**src/rtl/gpio_edge_irq_if.sv**
```systemverilog
// rtl/gpio_edge_irq_if.sv - CPU register bus for gpio_edge_irq
interface gpio_edge_irq_if;
    logic [31:0] address;
    logic [31:0] write_data;
    logic        write_enable;
    logic [31:0] read_data;

    modport master (
        output address,
        output write_data,
        output write_enable,
        input  read_data
    );

    modport slave (
        input  address,
        input  write_data,
        input  write_enable,
        output read_data
    );
endinterface

```
**src/rtl/gpio_edge_irq.sv**
```systemverilog
// rtl/gpio_edge_irq.sv - 8-pin GPIO with sync, debounce and edge-pending interrupt
module gpio_edge_irq #(
    parameter logic [31:0] BASE_ADDR = 32'hFFFF0020
) (
    input  logic                  clk,
    input  logic                  rst_n,
    gpio_edge_irq_if.slave        bus,
    input  logic [7:0]            gpio_in,
    output logic                  irq
);
    localparam logic [31:0] ADDR_IN     = BASE_ADDR;
    localparam logic [31:0] ADDR_EDGE   = BASE_ADDR + 32'h4;
    localparam logic [31:0] ADDR_STATUS = BASE_ADDR + 32'h8;
    localparam logic [31:0] ADDR_DB     = BASE_ADDR + 32'hC;

    logic [7:0]        s1_q, s1_d, s2_q, s2_d;
    logic [7:0]        stable_q, stable_d;
    logic [7:0][15:0]  cnt_q, cnt_d;
    logic [7:0]        rise_en_q, rise_en_d, fall_en_q, fall_en_d;
    logic [7:0]        pend_q, pend_d;
    logic [15:0]       db_q, db_d;
    logic              irq_q, irq_d;

    logic [15:0]       d_eff;
    logic [7:0]        set_bits, clr_bits;
    logic              unused_wdata;

    assign unused_wdata = ^bus.write_data[31:16];

    always_comb begin
        s1_d      = gpio_in;
        s2_d      = s1_q;
        stable_d  = stable_q;
        cnt_d     = cnt_q;
        rise_en_d = rise_en_q;
        fall_en_d = fall_en_q;
        db_d      = db_q;
        clr_bits  = 8'h00;

        // A debounce value of 0 behaves like 1: commit on the first mismatch cycle.
        d_eff = (db_q == 16'd0) ? 16'd1 : db_q;

        for (int i = 0; i < 8; i++) begin
            if (s2_q[i] == stable_q[i]) begin
                cnt_d[i] = 16'd0;
            end else if (({1'b0, cnt_q[i]} + 17'd1) >= {1'b0, d_eff}) begin
                stable_d[i] = s2_q[i];
                cnt_d[i]    = 16'd0;
            end else begin
                cnt_d[i] = cnt_q[i] + 16'd1;
            end
        end

        set_bits = (stable_d & ~stable_q & rise_en_q) |
                   (~stable_d & stable_q & fall_en_q);

        if (bus.write_enable) begin
            case (bus.address)
                ADDR_EDGE: begin
                    rise_en_d = bus.write_data[7:0];
                    fall_en_d = bus.write_data[15:8];
                end
                ADDR_STATUS: clr_bits = bus.write_data[7:0];
                ADDR_DB:     db_d     = bus.write_data[15:0];
                default: ;
            endcase
        end

        // Set wins over a same-edge W1C clear.
        pend_d = (pend_q & ~clr_bits) | set_bits;
        irq_d  = |pend_d;
    end

    always_ff @(posedge clk or negedge rst_n) begin
        if (!rst_n) begin
            s1_q      <= '0;
            s2_q      <= '0;
            stable_q  <= '0;
            cnt_q     <= '0;
            rise_en_q <= '0;
            fall_en_q <= '0;
            pend_q    <= '0;
            db_q      <= '0;
            irq_q     <= 1'b0;
        end else begin
            s1_q      <= s1_d;
            s2_q      <= s2_d;
            stable_q  <= stable_d;
            cnt_q     <= cnt_d;
            rise_en_q <= rise_en_d;
            fall_en_q <= fall_en_d;
            pend_q    <= pend_d;
            db_q      <= db_d;
            irq_q     <= irq_d;
        end
    end

    always_comb begin
        bus.read_data = 32'h0;
        case (bus.address)
            ADDR_IN:     bus.read_data = {24'h0, stable_q};
            ADDR_EDGE:   bus.read_data = {16'h0, fall_en_q, rise_en_q};
            ADDR_STATUS: bus.read_data = {24'h0, pend_q};
            ADDR_DB:     bus.read_data = {16'h0, db_q};
            default:     bus.read_data = 32'h0;
        endcase
    end

    assign irq = irq_q;
endmodule

```
**src/flat_wrapper.sv**
```systemverilog
// flat-port wrapper written by rule: the top's interface ports become plain ports
module gpio_edge_irq_flat 
#(
    parameter logic [31:0] BASE_ADDR = 32'hFFFF0020
)
  (clk, rst_n, gpio_in, irq, bus_address, bus_write_data, bus_write_enable, bus_read_data);
  gpio_edge_irq_if bus_i ();
  input  logic clk;
  input  logic rst_n;
  input  logic [7:0] gpio_in;
  output logic irq;
  input wire logic [$bits(bus_i.address)-1:0] bus_address;
  input wire logic [$bits(bus_i.write_data)-1:0] bus_write_data;
  input wire logic [$bits(bus_i.write_enable)-1:0] bus_write_enable;
  output wire logic [$bits(bus_i.read_data)-1:0] bus_read_data;
  assign bus_i.address = bus_address;
  assign bus_i.write_data = bus_write_data;
  assign bus_i.write_enable = bus_write_enable;
  assign bus_read_data = bus_i.read_data;
  gpio_edge_irq #(.BASE_ADDR(BASE_ADDR)) u_core (.clk(clk), .rst_n(rst_n), .bus(bus_i), .gpio_in(gpio_in), .irq(irq));
endmodule
```
**config.mk**
```make
export PLATFORM = sky130hd
export DESIGN_NAME = gpio_edge_irq_flat
export DESIGN_NICKNAME = d
export VERILOG_FILES = /design/src/rtl/gpio_edge_irq_if.sv /design/src/rtl/gpio_edge_irq.sv /design/src/flat_wrapper.sv
export SDC_FILE = /design/constraint.sdc
export NUM_CORES = 1
export LEC_CHECK = 0
export ABC_AREA = 0
export ABC_CLOCK_PERIOD_IN_PS = 8800
export CORE_MARGIN = 5
export CORE_UTILIZATION = 63
export CTS_CLUSTER_SIZE = 14
export DETAILED_ROUTE_END_ITERATION = 6
export PLACE_DENSITY_LB_ADDON = 0.3
export SETUP_SLACK_MARGIN = 0.2
export SKIP_LAST_GASP = 1
export SLEW_MARGIN = 40
export SYNTH_ARGS = -nofsm -noshare
export SYNTH_HDL_FRONTEND = slang
export SYNTH_SLANG_ARGS = --single-unit
```
**constraint.sdc**
```tcl
create_clock -name clk -period 8.8 [get_ports clk]
set_input_delay 1.76 -clock clk [delete_from_list [all_inputs] [get_ports clk]]
set_output_delay 1.76 -clock clk [all_outputs]
set_load 0.05 [all_outputs]
```
==> results.json, run 1 <==
{
  "path_delay_family": "simple AND/OR/NAND/NOR gates",
  "clk_pin_slew_worst_paths_ps": 70,
  "fin_skew_ps": 9.85,
  "cp_max_fo": 9,
  "num_rows": 50,
  "yosysWarnings": 0,
  "clk_latency_ps": 440,
  "path_cells": "clkdlybuf4s50_1, nand4b_1, or4_4, nor2_1, nand2_1, nor2_4, a22o_1, clkdlybuf4s50_1",
  "worstHoldPathType": "reg2reg",
  "min_from": "u_core.s1_q[1]",
  "fin_setup_tns_ps": 0,
  "wire_per_inst_um": 19.6,
  "whs_ps": 351,
  "yosysSeqAreaShare_pct": 40.6,
  "cts_tree": "built",
  "grt_pass1_vias": 9340,
  "arrival_ps": 4960,
  "num_antenna_cells": 0,
  "nets": 1443,
  "synth_flop_cell": "dfrtp_1",
  "cp-start-kind": "primary input",
  "ctsResizeCount": 0,
  "clock_sinks": 193,
  "antenna_found_initial": 1,
  "crit_start": "bus_address[0]",
  "worst_setup_path_end_kind": "primary output",
  "reg2reg_from": "u_core.cnt_q[64]",
  "synth-seq-cells": 193,
  "max_freq_mhz": 149,
  "setup_slack_ps": 2080,
  "ir_drop_mv": 0.138,
  "fin_crit_sh_pct": 76.3,
  "hold_viol_final": 0,
  "clk_path_buf_depth": 2,
  "grt_remaining_overflow": 0,
  "p_leak_nw": 6.28,
  "wirelength_mm": 29.0,
  "final_cell_mix": "dfrtp_1, ha_1, nor2b_1, clkdlybuf4s50_1, nand2_1",
  "die-width_um": 147,
  "finish.utilization_pct": 72.2,
  "pin_count": 108,
  "final_antenna_net_count": 0,
  "setup-violations-final": 0,
  "slew_violations": 0,
  "cts_inserted_buffers": 17,
  "syn_avg_cell_area_um2": 10.4,
  "grt_usage_pct": 27.3,
  "power_density_nw_per_um2": 129,
  "syn-instance-count": 1145,
  "grt_setup_unrepaired": "no",
  "cp_common_cell": "clkdlybuf4s50_1",
  "critPathKind": "in2out",
  "slew_headroom_pct": 49.4,
  "place_congestion": 0.903,
  "dp_slack_ps": 2090,
  "core_area_um2": 18600,
  "async_flop_share_pct": 100,
  "cap_violations": 0,
  "dp_hpwl_mm": 20.4,
  "synthesis.area_um2": 11900,
  "root_buffer": "clkbuf_16",
  "postCtsSetupBuffers": 0,
  "cpMaxStageDelayCell": "clkdlybuf4s50_1",
  "start_util_pct": 63.8,
  "num_vias": 9078,
  "worstMarginPinSlew_ps": 753,
  "synthToLayoutAreaGrowth_pct": 13.2,
  "die_h_um": 147,
  "drt_iter0_markers": 654,
  "power.total_w": 0.00173,
  "first_pass_iters": 5,
  "drive_above_1_share_pct": 7.64,
  "grt_pass1_wl_mm": 47.0,
  "crit_buf_inv": 2,
  "drc": 0,
  "grt_max_degree": 119,
  "via_per_inst": 6.14,
  "final_common_cell": "dfrtp_1",
  "dieArea_um2": 21700,
  "outcome": "finished, final reports clean",
  "synth_cell_types": 73,
  "hold_buffers": 0,
  "cpPeakStageDelay_ps": 830,
  "cts_max_level": 4,
  "io_buffer_count": 75,
  "synth_edf_count": 0,
  "cp.required_ps": 7040,
  "final.min_clock_period_ps": 6720
}
==> synthesized netlist by cell type, drive strengths merged (22+ instances only) <==
cell	count	area, um^2
nor2	58	233
nand2	68	260
inv	41	154
dfrtp	193	4830
nand4	35	219
xnor2	63	552
nor2b	130	813
o21ai	22	110
nand3	54	270
ha	136	1700
mux2	40	450
a21oi	38	190
xor2	50	438
==> cell type report <==
| type | instances | area [um^2] |
|---|---|---|
| clock buffers | 22 | 454 |
| clock inverters | 9 | 110 |
| fillers | 1340 | 5170 |
| inverters | 41 | 154 |
| multi-input cells | 898 | 6820 |
| flip-flops and latches | 193 | 4830 |
| well taps | 234 | 293 |
| repair buffers | 81 | 805 |
==> through the flow <==
stage	instance area (um^2)	cells
floorplan	12000	1160
CTS	13500	1478
detailed placement	12900	1447
global route	13500	1478
global placement	12800	1443
finish	13500	1478
==> registers in the layout (all words and copies together) (netlist names) <==
signal / cells
u_core.db_q: 16
u_core.irq: 1
u_core.cnt_q: 128
u_core.rise_en_q: 8
u_core.pend_q: 8
u_core.s1_q: 8
u_core.s2_q: 8
u_core.stable_q: 8
u_core.fall_en_q: 8
==> cell families after synthesis <==
| logic type | count (synthesis) | share of synthesized area [%] |
|---|---|---|
| compound gates | 151 | 8.75 |
| xor+xnor | 113 | 8.32 |
| fa+ha+maj | 136 | 14.3 |
| buf+inv | 69 | 2.70 |
| flops | 193 | 40.6 |
| mux | 56 | 5.13 |
| other cells | 1 | 0.0315 |
| simple gates | 426 | 20.2 |
==> worst paths after layout <==
| kind | end | slack [ps] | depth (start not counted) |
|---|---|---|---|
| worst max-delay path | bus_read_data[11] | 2080 | 8 |
| worst min-delay path | u_core.s2_q[1] | 350 | 0 |
| worst max register to register | u_core.irq | 4740 | 13 |
| worst min register to register | u_core.s2_q[1] | 350 | 0 |
| max in group asynchronous | u_core.cnt_q[120] | 6460 | 2 |
| min in group asynchronous | u_core.cnt_q[51] | 1280 | 1 |
==> report_power, final <==
part           leakage [nW]  internal (W)  switching [W]
clock                 0.266      0.000424       0.000336
sequential             2.63      0.000892     0.00000419
combinational          3.39     0.0000309      0.0000449
total                  6.28       0.00135       0.000385
==> metal layers <==
layer	share of wire [%]	track usage, %	vias to the layer above
met5	0.024	0	-
met4	4.9	13.6	2
met3	6.1	5.89	96
met2	48	46.1	321
met1	41	33.5	4424
li1	-	-	4235
No activity file was read; power rests on OpenSTA's default activity.
==> inputs of run 2 (changes only) <==
ABC_CLOCK_PERIOD_IN_PS = 6800   (was 8800)
CORE_UTILIZATION = 59   (was 63)
clock period = 6.8 ns   (was 8.8 ns; I/O delays follow)
==> run 2 against run 1 <==
Effect of this change: via count is 1.3% lower; core utilization is 4.8 points lower; power is 32% higher; largest cell class unchanged.
==> results.json, run 2 (synthesis gave the netlist of run 1 again) <==
{
  "clk_latency_ps": 430,
  "wire_per_inst_um": 18.9,
  "grt_remaining_overflow": 0,
  "cpPeakStageDelay_ps": 820,
  "worstMarginPinSlew_ps": 767,
  "clk_path_buf_depth": 2,
  "cp_common_cell": "clkdlybuf4s50_1",
  "cpMaxStageDelayCell": "clkdlybuf4s50_1",
  "final.min_clock_period_ps": 5910,
  "dp_hpwl_mm": 19.9,
  "drc": 0,
  "grt_max_degree": 76,
  "antenna_found_initial": 0,
  "synthToLayoutAreaGrowth_pct": 13.7,
  "cts_max_level": 4,
  "hold_viol_final": 0,
  "final_antenna_net_count": 0,
  "grt_setup_unrepaired": "no",
  "clock_sinks": 193,
  "ir_drop_mv": 0.157,
  "cp_max_fo": 9,
  "grt_pass1_wl_mm": 45.3,
  "place_congestion": 0.887,
  "critPathKind": "in2out",
  "slew_violations": 0,
  "path_cells": "clkdlybuf4s50_1, nand4b_1, or4_4, nor2_1, nand2_1, nor2_4, a22o_1, clkdlybuf4s50_1",
  "num_rows": 52,
  "arrival_ps": 4550,
  "crit_buf_inv": 2,
  "wirelength_mm": 28.6,
  "cp.required_ps": 5440,
  "clk_pin_slew_worst_paths_ps": 70,
  "num_vias": 8961,
  "finalInstanceArea_um2": 13500,
  "io_buffer_count": 75,
  "power_density_nw_per_um2": 169,
  "top_regs": "u_core.cnt_q (128), u_core.db_q (16)",
  "worstHoldPathType": "reg2reg",
  "final_common_cell": "dfrtp_1",
  "nets": 1443,
  "fin_setup_tns_ps": 0,
  "num_antenna_cells": 0,
  "setup-violations-final": 0,
  "cts_inserted_buffers": 17,
  "max_freq_mhz": 169,
  "via_per_inst": 5.92,
  "worst_setup_path_end_kind": "primary output",
  "power.total_w": 0.00228,
  "largest-register": "u_core.cnt_q",
  "path_delay_family": "simple AND/OR/NAND/NOR gates",
  "cp-start-kind": "primary input",
  "die_h_um": 152,
  "start_util_pct": 59.4,
  "core_area_um2": 20000,
  "grt_pass1_vias": 8815,
  "root_buffer": "clkbuf_16",
  "largest_register_ff_count": 128,
  "first_pass_iters": 5,
  "die-width_um": 152,
  "postCtsSetupBuffers": 0,
  "cts_tree": "built",
  "hold_buffers": 0,
  "final_cell_mix": "dfrtp_1, ha_1, nor2b_1, clkdlybuf4s50_1, nand2_1",
  "ctsResizeCount": 0,
  "fin_crit_sh_pct": 86.9,
  "placed_area_um2": 12900,
  "cap_violations": 0,
  "grt_usage_pct": 24.5,
  "slew_headroom_pct": 48.9,
  "dieArea_um2": 23100,
  "drt_iter0_markers": 617,
  "pin_count": 108,
  "fin_skew_ps": 7.56,
  "outcome": "finished, final reports clean",
  "drive_above_1_share_pct": 7.40,
  "p_leak_nw": 6.30
}
[run 2: cell count changes in the layout (fill, tap and decap cells not counted), sizes merged]
cell	previous run	this run
bufinv	2	3
clkbuf	23	27
clkinv	4	1
clkinvlp	3	1
[run 2: final timing paths]
kind                       cells past startpoint  slack [ps]                end             start
max reg2reg                                   13        2880         u_core.irq  u_core.cnt_q[64]
min                                            0         340     u_core.s2_q[5]    u_core.s1_q[5]
min reg2reg                                    0         340     u_core.s2_q[5]    u_core.s1_q[5]
max                                            8         890   bus_read_data[8]    bus_address[0]
min in group asynchronous                      1         950   u_core.cnt_q[50]             rst_n
max in group asynchronous                      2        4740  u_core.cnt_q[101]             rst_n
[run 2: power breakdown]
group | switching [W] | total (W) | internal [W]
clock network | 0.000425 | 0.00102 | 0.000597
logic | 0.0000588 | 0.0000985 | 0.0000397
registers | 0.00000546 | 0.00116 | 0.00115
[run 2: per-stage QoR]
stage          utilization (%)  instances  setup slack [ps]  hold WS, ps
3_5_place_dp              64.6       1483               888          336
6_report                  67.5       1514               889          345
2_1_floorplan                -       1160              2210          331
3_3_place_gp              64.4       1481               920          332
5_1_grt                   67.5       1514               830          346
4_1_cts                   67.5       1514               905          347
[run 2: layout make-up]
type / count / area, um^2
Clock inverter: 5 / 103
Clock buffer: 26 / 479
Timing Repair Buffer: 81 / 798
Fill cell: 1578 / 6520
Tap cell: 270 / 338
Multi-Input combinational cell: 898 / 6820
Sequential cell: 193 / 4830
Inverter: 41 / 154
[run 2: metal layers]
layer	track usage [%]	wire [um]	up-vias
li1	-	-	4241
met1	32.1	12300	4399
met2	41.2	13800	265
met3	4.29	1610	56
met4	8.73	786	0
met5	0	0	-
==> inputs of run 3 (changes only) <==
CORE_UTILIZATION = 35   (was 59)
==> run 3 against run 2 <==
Effect of this change: die area up 64%; core utilization fell by 26 points; clock skew increased by 6.0 ps; flip-flop and latch count is the same; clock power barely moved; critical path depth did not move; wire length rose by 5.6%; critical path type unchanged; highest routed layer is now met5.
==> results.json, run 3 (synthesis gave the netlist of run 1 again) <==
{
  "outcome": "finished, final reports clean",
  "final_common_cell": "dfrtp_1",
  "wirelength_mm": 30.2,
  "start_util_pct": 35.5,
  "num_antenna_cells": 0,
  "grt_max_degree": 97,
  "cts_max_level": 4,
  "nets": 1448,
  "cp_common_cell": "clkdlybuf4s50_1",
  "via_per_inst": 5.19,
  "grt_pass1_vias": 9065,
  "ctsResizeCount": 0,
  "crit_buf_inv": 2,
  "r2r_end": "u_core.irq",
  "cpPeakStageDelay_ps": 810,
  "cts_inserted_buffers": 17,
  "whs_ps": 349,
  "drive_above_1_share_pct": 7.93,
  "path_cells": "clkdlybuf4s50_1, nand4b_1, or4_4, nor2_1, nand2_1, nor2_4, a22o_1, clkdlybuf4s50_1",
  "grt_setup_unrepaired": "no",
  "slew_headroom_pct": 42.4,
  "hold_buffers": 0,
  "worstHoldPathType": "reg2reg",
  "hold_viol_final": 0,
  "reg2reg_from": "u_core.cnt_q[64]",
  "num_vias": 8804,
  "grt_pass1_wl_mm": 48.2,
  "cp.required_ps": 5440,
  "power.total_w": 0.00228,
  "clock_sinks": 193,
  "die-width_um": 194,
  "min_from": "u_core.s1_q[4]",
  "core_area_um2": 33500,
  "fin_skew_ps": 13.6,
  "fin_crit_sh_pct": 84.8,
  "cpMaxStageDelayCell": "clkdlybuf4s50_1",
  "cp-start-kind": "primary input",
  "hold_path_depth": 0,
  "clk_latency_ps": 440,
  "fin_setup_tns_ps": 0,
  "max_freq_mhz": 173,
  "final_cell_mix": "dfrtp_1, ha_1, nor2b_1, clkdlybuf4s50_1, nand2_1",
  "arrival_ps": 4410,
  "power_density_nw_per_um2": 165,
  "postCtsSetupBuffers": 0,
  "final_antenna_net_count": 0,
  "io_buffer_count": 75,
  "final.min_clock_period_ps": 5770,
  "num_rows": 67,
  "die_h_um": 194,
  "drc": 0,
  "largest-register": "u_core.cnt_q",
  "path_delay_family": "simple AND/OR/NAND/NOR gates",
  "synthToLayoutAreaGrowth_pct": 15.9,
  "setup-violations-final": 0,
  "worstMarginPinSlew_ps": 861,
  "grt_remaining_overflow": 0,
  "antenna_found_initial": 1,
  "critPathKind": "in2out",
  "root_buffer": "clkbuf_16",
  "dieArea_um2": 37800,
  "finish.utilization_pct": 41.1,
  "worst_setup_path_end_kind": "primary output",
  "drt_iter0_markers": 566,
  "first_pass_iters": 5,
  "cap_violations": 0,
  "p_leak_nw": 6.32,
  "dp_hpwl_mm": 21.1,
  "wire_per_inst_um": 17.8,
  "top_regs": "u_core.cnt_q (128), u_core.db_q (16)",
  "slew_violations": 0,
  "clk_pin_slew_worst_paths_ps": 70,
  "ff2ff_setup_slack_ps": 2730,
  "place_congestion": 0.827,
  "clk_path_buf_depth": 2,
  "r2r_cells": 13,
  "pin_count": 108,
  "grt_usage_pct": 15.9,
  "ir_drop_mv": 0.112,
  "largest_register_ff_count": 128,
  "whs_endpoint": "u_core.s2_q[4]",
  "cp_max_fo": 9,
  "cts_tree": "built"
}
## run 3: cell types whose count changed in the layout (fill, tap and decap cells not counted), moves of 2 or more
cell        delta
o21bai_2       -2
clkbuf_8       -3
clkbuf_1       -7
inv_6          +4
o21ai_2        -2
clkinvlp_4     +4
o21ai_1        +2
o21bai_1       +2
buf_4          +6
## run 3: power by group
| part | internal, W | switching [W] | leakage [nW] |
|---|---|---|---|
| combinational | 0.0000414 | 0.0000593 | 3.43 |
| clock | 0.000546 | 0.000472 | 0.267 |
| sequential | 0.00115 | 0.00000565 | 2.63 |
| total | 0.00174 | 0.000537 | 6.32 |
## run 3: layer usage
layer | GRT usage (%) | wire, um | vias to the layer above
met5 | 0 | 20 | -
met4 | 4.11 | 535 | 2
met3 | 3.32 | 1240 | 34
met2 | 26.7 | 14200 | 164
met1 | 21.1 | 14200 | 4351
li1 | - | - | 4253
## run 3: how the worst max path moves through the flow
stage                     slack [ps]           endpoint       startpoint  depth (start not counted)
after floorplan                 2210   bus_read_data[0]   bus_address[0]                          5
after global placement          1020   bus_read_data[0]   bus_address[0]                          7
after detailed placement        1000   bus_read_data[0]   bus_address[0]                          7
after CTS                       1000   bus_read_data[0]   bus_address[0]                          7
after global routing             880   bus_read_data[8]  bus_address[27]                          8
final                           1030  bus_read_data[10]   bus_address[0]                          8
## run 3: metrics by stage
step                setup slack (ps)  cells  cell area (um^2)
floorplan                       2210   1160             12000
global placement                1020   1663             13200
detailed placement              1000   1665             13200
CTS                             1000   1695             13800
global route                     880   1696             13800
finish                          1030   1696             13800
## run 3: worst reg2reg max path, stage by stage (launching register included)
cell and delay [ps]:
dfrtp_1 410, ha_1 210, nand3_1 150, nor3_1 650, and3_1 270, xor2_1 200
ha_1 270, and4_2 240, nand4_1 90, o21ai_0 70, or3b_1 390, a221o_1 440
a2111oi_2 310, nand4bb_1 210
## run 3: final cells by class
class	instances	area [um^2]
Fill cell	3309	19700
Tap cell	448	561
Multi-Input combinational cell	898	6810
Inverter	41	154
Timing Repair Buffer	86	856
Sequential cell	193	4830
Clock buffer	17	425
Clock inverter	13	153
